## config.mk

```make
export PLATFORM = sky130hd
export DESIGN_NAME = bcd_counter_disp
export DESIGN_NICKNAME = d
export VERILOG_FILES = /design/src/rtl/bcd_counter_disp_pkg.sv /design/src/rtl/bcd_to_seg7.sv /design/src/rtl/bcd_counter_disp.sv
export SDC_FILE = /design/constraint.sdc
export NUM_CORES = 1
export LEC_CHECK = 0
export ABC_AREA = 1
export CAP_MARGIN = 40
export CELL_PAD_IN_SITES_DETAIL_PLACEMENT = 2
export CELL_PAD_IN_SITES_GLOBAL_PLACEMENT = 2
export CORE_ASPECT_RATIO = 1.2
export CORE_UTILIZATION = 28
export CTS_CLUSTER_DIAMETER = 80
export DETAILED_ROUTE_END_ITERATION = 7
export PLACE_DENSITY = 0.9
export SLEW_MARGIN = 20
export SYNTH_ARGS = -nofsm -noshare
export SYNTH_HDL_FRONTEND = slang
export SYNTH_SLANG_ARGS = --single-unit
```

## constraint.sdc

```tcl
create_clock -name clk -period 2.1 [get_ports clk]
set_clock_uncertainty 0.2 [all_clocks]
set_input_delay 0.42 -clock clk [delete_from_list [all_inputs] [get_ports clk]]
set_output_delay 0.42 -clock clk [all_outputs]
set_load 0.02 [all_outputs]
```

## src/rtl/bcd_counter_disp_pkg.sv

```systemverilog
// rtl/bcd_counter_disp_pkg.sv - shared BCD limits, seven-segment codes and digit helpers
package bcd_counter_disp_pkg;

  localparam logic [3:0] BCD_MAX = 4'd9;

  // Active-high {g,f,e,d,c,b,a}
  localparam logic [6:0] SEG_0     = 7'h3F;
  localparam logic [6:0] SEG_1     = 7'h06;
  localparam logic [6:0] SEG_2     = 7'h5B;
  localparam logic [6:0] SEG_3     = 7'h4F;
  localparam logic [6:0] SEG_4     = 7'h66;
  localparam logic [6:0] SEG_5     = 7'h6D;
  localparam logic [6:0] SEG_6     = 7'h7D;
  localparam logic [6:0] SEG_7     = 7'h07;
  localparam logic [6:0] SEG_8     = 7'h7F;
  localparam logic [6:0] SEG_9     = 7'h6F;
  localparam logic [6:0] SEG_DASH  = 7'h40;
  localparam logic [6:0] SEG_BLANK = 7'h00;

  function automatic logic [6:0] seg_of(input logic [3:0] d);
    case (d)
      4'd0:    return SEG_0;
      4'd1:    return SEG_1;
      4'd2:    return SEG_2;
      4'd3:    return SEG_3;
      4'd4:    return SEG_4;
      4'd5:    return SEG_5;
      4'd6:    return SEG_6;
      4'd7:    return SEG_7;
      4'd8:    return SEG_8;
      4'd9:    return SEG_9;
      default: return SEG_DASH;
    endcase
  endfunction

  function automatic logic [3:0] bcd_inc(input logic [3:0] d);
    return (d >= BCD_MAX) ? 4'd0 : d + 4'd1;
  endfunction

  function automatic logic [3:0] bcd_dec(input logic [3:0] d);
    return (d == 4'd0) ? BCD_MAX : d - 4'd1;
  endfunction

endpackage

```

## src/rtl/bcd_to_seg7.sv

```systemverilog
// rtl/bcd_to_seg7.sv - one BCD digit to seven segments with blanking and polarity select
module bcd_to_seg7 import bcd_counter_disp_pkg::*; (
  input  logic [3:0] bcd,
  input  logic       blank,
  input  logic       act_low,
  output logic [6:0] seg
);

  logic [6:0] seg_hi;

  always_comb begin
    seg_hi = blank ? SEG_BLANK : seg_of(bcd);
    seg    = act_low ? ~seg_hi : seg_hi;
  end

endmodule

```

## src/rtl/bcd_counter_disp.sv

```systemverilog
// rtl/bcd_counter_disp.sv - prescaled N-digit BCD up/down counter driving HEX displays
module bcd_counter_disp import bcd_counter_disp_pkg::*; #(
  parameter int DIGITS      = 4,
  parameter int TICK_DIV    = 50000000,
  parameter int SEG_ACT_LOW = 1
) (
  input  logic                  clk,
  input  logic                  rst_n,
  input  logic                  en,
  input  logic                  up_dn,
  input  logic                  load,
  input  logic [4*DIGITS-1:0]   load_val,
  input  logic                  blank_lz,
  output logic [4*DIGITS-1:0]   bcd,
  output logic [7*DIGITS-1:0]   hex,
  output logic                  wrap
);

  localparam int PW = (TICK_DIV > 1) ? $clog2(TICK_DIV) : 1;
  localparam logic [PW-1:0] PRESC_LAST = PW'(TICK_DIV - 1);

  logic [PW-1:0]       presc_q, presc_d;
  logic [4*DIGITS-1:0] bcd_q, bcd_d, bcd_step, load_clamp;
  logic                wrap_q, wrap_d;
  logic                step;
  logic [DIGITS:0]     carry;
  logic [DIGITS:0]     zero_above;

  assign step          = en && (presc_q == PRESC_LAST);
  assign carry[0]      = 1'b1;
  assign zero_above[DIGITS] = 1'b1;

  // carry doubles as borrow when counting down; carry[DIGITS] means the whole count rolls over
  for (genvar k = 0; k < DIGITS; k++) begin : g_digit
    logic [3:0] dig;
    logic [3:0] ld;

    assign dig = bcd_q[4*k +: 4];
    assign ld  = load_val[4*k +: 4];
    assign load_clamp[4*k +: 4] = (ld > BCD_MAX) ? BCD_MAX : ld;
    assign carry[k+1] = carry[k] & (up_dn ? (dig == BCD_MAX) : (dig == 4'd0));
    assign bcd_step[4*k +: 4] = !carry[k] ? dig : (up_dn ? bcd_inc(dig) : bcd_dec(dig));
    assign zero_above[k] = zero_above[k+1] & (dig == 4'd0);

    bcd_to_seg7 u_seg (
      .bcd     (dig),
      .blank   ((k != 0) && blank_lz && zero_above[k]),
      .act_low (SEG_ACT_LOW != 0),
      .seg     (hex[7*k +: 7])
    );
  end

  always_comb begin
    presc_d = presc_q;
    bcd_d   = bcd_q;
    wrap_d  = 1'b0;
    if (load) begin
      presc_d = '0;
      bcd_d   = load_clamp;
    end else if (en) begin
      if (step) begin
        presc_d = '0;
        bcd_d   = bcd_step;
        wrap_d  = carry[DIGITS];
      end else begin
        presc_d = presc_q + PW'(1);
      end
    end
  end

  always_ff @(posedge clk or negedge rst_n) begin
    if (!rst_n) begin
      presc_q <= '0;
      bcd_q   <= '0;
      wrap_q  <= 1'b0;
    end else begin
      presc_q <= presc_d;
      bcd_q   <= bcd_d;
      wrap_q  <= wrap_d;
    end
  end

  assign bcd  = bcd_q;
  assign wrap = wrap_q;

endmodule

```

==> results.txt <==
The fill cell total of the finished layout came out at 1605. The highest-utilization routing layer at the global route stage is met2. Measured against its own limit, the worst slew margin works out to 0.642. The slack of the critical path came out at -0.265 ns.

The initial utilization of the core area, before any placement, comes to 0.290. The number of clock sinks seen by CTS came out at 43. Counting instances, the worst hold path has a depth of 2. The critical-path maximum fanout is 3.

The synthesis warning total came out at 0. The arrival time of data at the critical path endpoint is 1.74 ns. The minimum period implied by the final worst setup slack is 2.36 ns.

The final reports fail on design-rule violations, negative setup slack. The number of cells on the critical path came out at 8. The initialized floorplan defines 47 standard-cell rows. Before antenna repair, the detailed router went through 6 iterations. The number of hold violations in the final report came out at 0. The number of antenna violations at the first check in global routing came to 0.

The kind of cell adding the most delay to the critical path is buffers and inverters. The final count of pins violating max slew is 0. The run finished, with violations left.

The chip width is 112 um. The fraction of the yosys area taken by sequential cells came out at 0.267. The clock reaches the later pin of the worst-skew pair after 0.33 ns. The via density per instance came out at 5.64. The proportion of power drawn by flip-flops and latches came out at 0.196. The internal cell power is 2.66 mW. The area added between synthesis and finish is 64.5%. The met2 layer usage reported by global route came out at 0.600.

The commonest non-fill, non-tap cell in the layout is sky130_fd_sc_hd__nand2_1. The die height is 134 um. The overall via count from detail_route is 5720. Across the whole layout, storage elements account for 1080 um^2. The fraction of final layout cells with drive strength greater than 1 came out at 0.393.

The simple-gate portion of the synthesized area is 0.484. The number of remaining DRC errors is 8. The compound-cell area share of the yosys netlist is 0.0642. The maximum buffer depth of the clock tree came out at 2. The dominant combinational cell family by area after synthesis is simple AND/OR/NAND/NOR gates. The portion of synthesized area spent on multiplexers is 0.

The average cell area after synthesis came out at 6.07 um^2. Walking the worst path, the cells encountered are inv_2 > buf_4 > buf_4 > ha_2 > or2_4 > nand3_2 > nand2_2 > buf_6. The routed wire length came out at 27200 um.

After clock tree synthesis, the clock-pin slew on the worst setup and hold paths is 0.06 ns. The number of setup violations in the final report is 41. The HPWL after detailed placement came out at 15800 um. The cell area after technology mapping came out at 4040 um^2.

The multi-input gate area in the final layout came out at 3170 um^2. The worst stage delay on the critical path came out at 0.39 ns. The cell type with the highest occurrence count on the critical path is sky130_fd_sc_hd__buf_4. The H-tree was split into 2 levels. The number of buffers inserted by port buffering is 66. The type of the worst setup path is reg2out.

The setup check on the worst reg-to-reg path leaves a slack of -0.08 ns. Setup repair after global routing could not meet its margin everywhere. Counting the buffers created by CTS gives 5.

The number of global-route vias before repair was 6334. The flop and latch count out of synthesis came out at 43. The global-route congestion overflow total is 0. The clock group share of total power is 0.209.

The I/O pin count is 67. For this run, the top clock speed supported by timing is 423 MHz. The standard cell with the maximum stage delay on the critical path is sky130_fd_sc_hd__dfrtp_2. The tree is rooted in a sky130_fd_sc_hd__clkbuf_16. The global-route wire length before repair is 36100 um. For the pin with the worst max-slew slack, the measured transition is 0.536 ns.

The total power after layout came out at 4.82 mW. The worst-case IR drop observed on VDD is 646 uV. The power density over the cells is 726 nW/um^2. The kind of capture point of the worst setup path is an output port. For met3 alone, demand over resource in global routing was 0.0396.

Of the total power, the share spent switching nets is 0.448. The part of the power in combinational logic is 0.595. The net count of the finished layout is 893. The first routing iteration left 325 violations. The type of the worst min-delay path is reg2reg. After floorplanning, the core was sized to cover 13900 um^2.

TritonCTS built the clock tree. Across the run, the number of max-cap violations was 0. The pin count of the biggest net entering global routing came out at 25. After technology mapping, the gate count stands at 665.

The area enclosed by the die boundary is 14900 um^2. The total leakage power is 3.35 nW. The worst register-to-register path has a depth of 10.

The core occupancy in the finished layout came out at 0.476. The congestion estimate from routability-driven global placement came to 0.855. In this run the power spent charging and discharging nets is 2.16 mW. The adder-cell share of the synthesized area is 0.0868.

The fraction of met1 tracks used by global routing is 0.338. Synthesis produced a netlist with a net count of 715. The parity-gate share of the synthesized area counting xor and xnor cells is 0.00868. The post-route clock period utilization is 1.13.

The category of the worst setup path launch point is a flop. The library cells used most frequently in the layout, excluding fill and tap cells, are 178 x sky130_fd_sc_hd__nand2_1, 103 x sky130_fd_sc_hd__buf_4, 72 x sky130_fd_sc_hd__nor2_1. The worst path buffer plus inverter count came out at 4. In the global route stage, overall resource usage came out at 0.319.

Dividing the detail-routed wire length by the instance count gives 26.8 um. Yosys mapped the design onto 35 distinct sky130hd cell types. The required time at the worst-slack endpoint is 1.48 ns.

The detail route stage leaves a number of antenna-violating nets equal to 0. The repair_antennas step left the layout with diodes totalling 0.
[per-layer routing]
metal	share of wire	vias up	routed length, um
met3	0.035	110	940
li1	-	2464	-
met4	0.060	0	1640
met2	0.52	230	14200
met5	0	-	0
met1	0.38	2916	10400
[registers in the layout (all words and copies together) (netlist names)]
signal,count
wrap,1
presc_q,26
bcd,16
[worst reg2reg max path, cell delays in order (launching register included)]
cell	delay, ns
sky130_fd_sc_hd__dfrtp_1	0.42
sky130_fd_sc_hd__inv_2	0.11
sky130_fd_sc_hd__ha_2	0.21
sky130_fd_sc_hd__nand2_2	0.09
sky130_fd_sc_hd__buf_4	0.16
sky130_fd_sc_hd__nand2_1	0.13
sky130_fd_sc_hd__nand2_1	0.12
sky130_fd_sc_hd__nor2_4	0.23
sky130_fd_sc_hd__nand3_4	0.17
sky130_fd_sc_hd__nand3_2	0.12
sky130_fd_sc_hd__nand2_2	0.07
[final timing paths]
kind,endpoint,startpoint
min in group asynchronous,presc_q[25],rst_n
worst min register to register,presc_q[0],presc_q[0]
worst max register to register,bcd[12],bcd[4]
worst max-delay path,hex[24],bcd[13]
max in group asynchronous,presc_q[5],rst_n
worst min-delay path,presc_q[0],presc_q[0]
[logic make-up after synthesis]
kind of cell               Yosys count
and+or+nand+nor                    454
buffers and inverters               87
AOI/OAI and AO/OA                   49
DFF                                 43
adders and majority gates           28
xor gates and xnor gates             4
[timing repair]
action / CTS / global route
resized for setup: 243 / 142
hold buffers: 1 / 0
setup endpoints to repair: 46 / 60
pin swaps: 13 / 39
buffers inserted: 9 / 18
hold endpoints to repair: 19 / 0
[Yosys cell counts]
cell type                  number  area [um^2]
sky130_fd_sc_hd__xnor2_1        1         8.76
sky130_fd_sc_hd__inv_2          3         11.3
sky130_fd_sc_hd__buf_2         11         55.1
sky130_fd_sc_hd__nor3b_1        2         15.0
sky130_fd_sc_hd__nand4_2        1         12.5
sky130_fd_sc_hd__nand2_2        8         50.1
sky130_fd_sc_hd__nor3_1        12         60.1
sky130_fd_sc_hd__inv_1         65          244
sky130_fd_sc_hd__a21oi_1       16         80.1
sky130_fd_sc_hd__or2_1          1         6.26
sky130_fd_sc_hd__o21ai_0       27          135
sky130_fd_sc_hd__and2_1         1         6.26
sky130_fd_sc_hd__nand3b_1       2         15.0
sky130_fd_sc_hd__buf_6          1         11.3
sky130_fd_sc_hd__nand3_2        2         20.0
sky130_fd_sc_hd__buf_1          1         3.75
sky130_fd_sc_hd__ha_1          28          350
sky130_fd_sc_hd__buf_4          3         22.5
sky130_fd_sc_hd__dfrtp_1       43         1080
sky130_fd_sc_hd__clkbuf_1       1         3.75
sky130_fd_sc_hd__o21ai_1        1         5.00
sky130_fd_sc_hd__o211ai_1       3         22.5
sky130_fd_sc_hd__o21a_1         1         7.51
sky130_fd_sc_hd__nand3_1       73          365
sky130_fd_sc_hd__nor2_1        83          312
sky130_fd_sc_hd__nor2_4         3         33.8
sky130_fd_sc_hd__or2_2          6         37.5
sky130_fd_sc_hd__clkbuf_2       1         5.00
sky130_fd_sc_hd__nor2_2         8         50.1
sky130_fd_sc_hd__xor2_1         3         26.3
sky130_fd_sc_hd__nand4_1        9         56.3
sky130_fd_sc_hd__a221oi_1       1         8.76
sky130_fd_sc_hd__clkinv_1       1         3.75
sky130_fd_sc_hd__nor4_1         1         6.26
sky130_fd_sc_hd__nand2_1      242          908
[layout make-up]
class | instances | area share
clock buffers | 5 | 0.0189
clock inverters | 3 | 0.00660
inverters | 69 | 0.0409
multi-input cells | 535 | 0.478
flip-flops and latches | 43 | 0.163
well taps | 171 | 0.0322
repair buffers | 189 | 0.260
[power by group through the flow]
stage	logic, mW	clock network, mW	registers (mW)
6_report	2.87	1.00	0.946
5_1_grt	2.98	1.03	0.947
4_1_cts	2.36	0.989	0.925
3_5_place_dp	2.16	0	0.936
3_3_place_gp	1.99	0	0.925
2_1_floorplan	0.915	0	1.00
[metrics by stage]
stage	cells	setup slack, ns	TNS, ns	area (um^2)	hold slack, ns
CTS	1001	-0.271	-4.71	6080	0.342
detailed placement	984	-0.858	-21.71	5610	0.232
global route	1015	-0.296	-7.80	6640	0.393
global placement	984	-0.791	-16.00	5610	0.225
floorplan	665	-0.0718	-0.0948	4050	-0.0756
finish	1015	-0.265	-5.49	6640	0.351
Power figures use the tool's default switching activity.
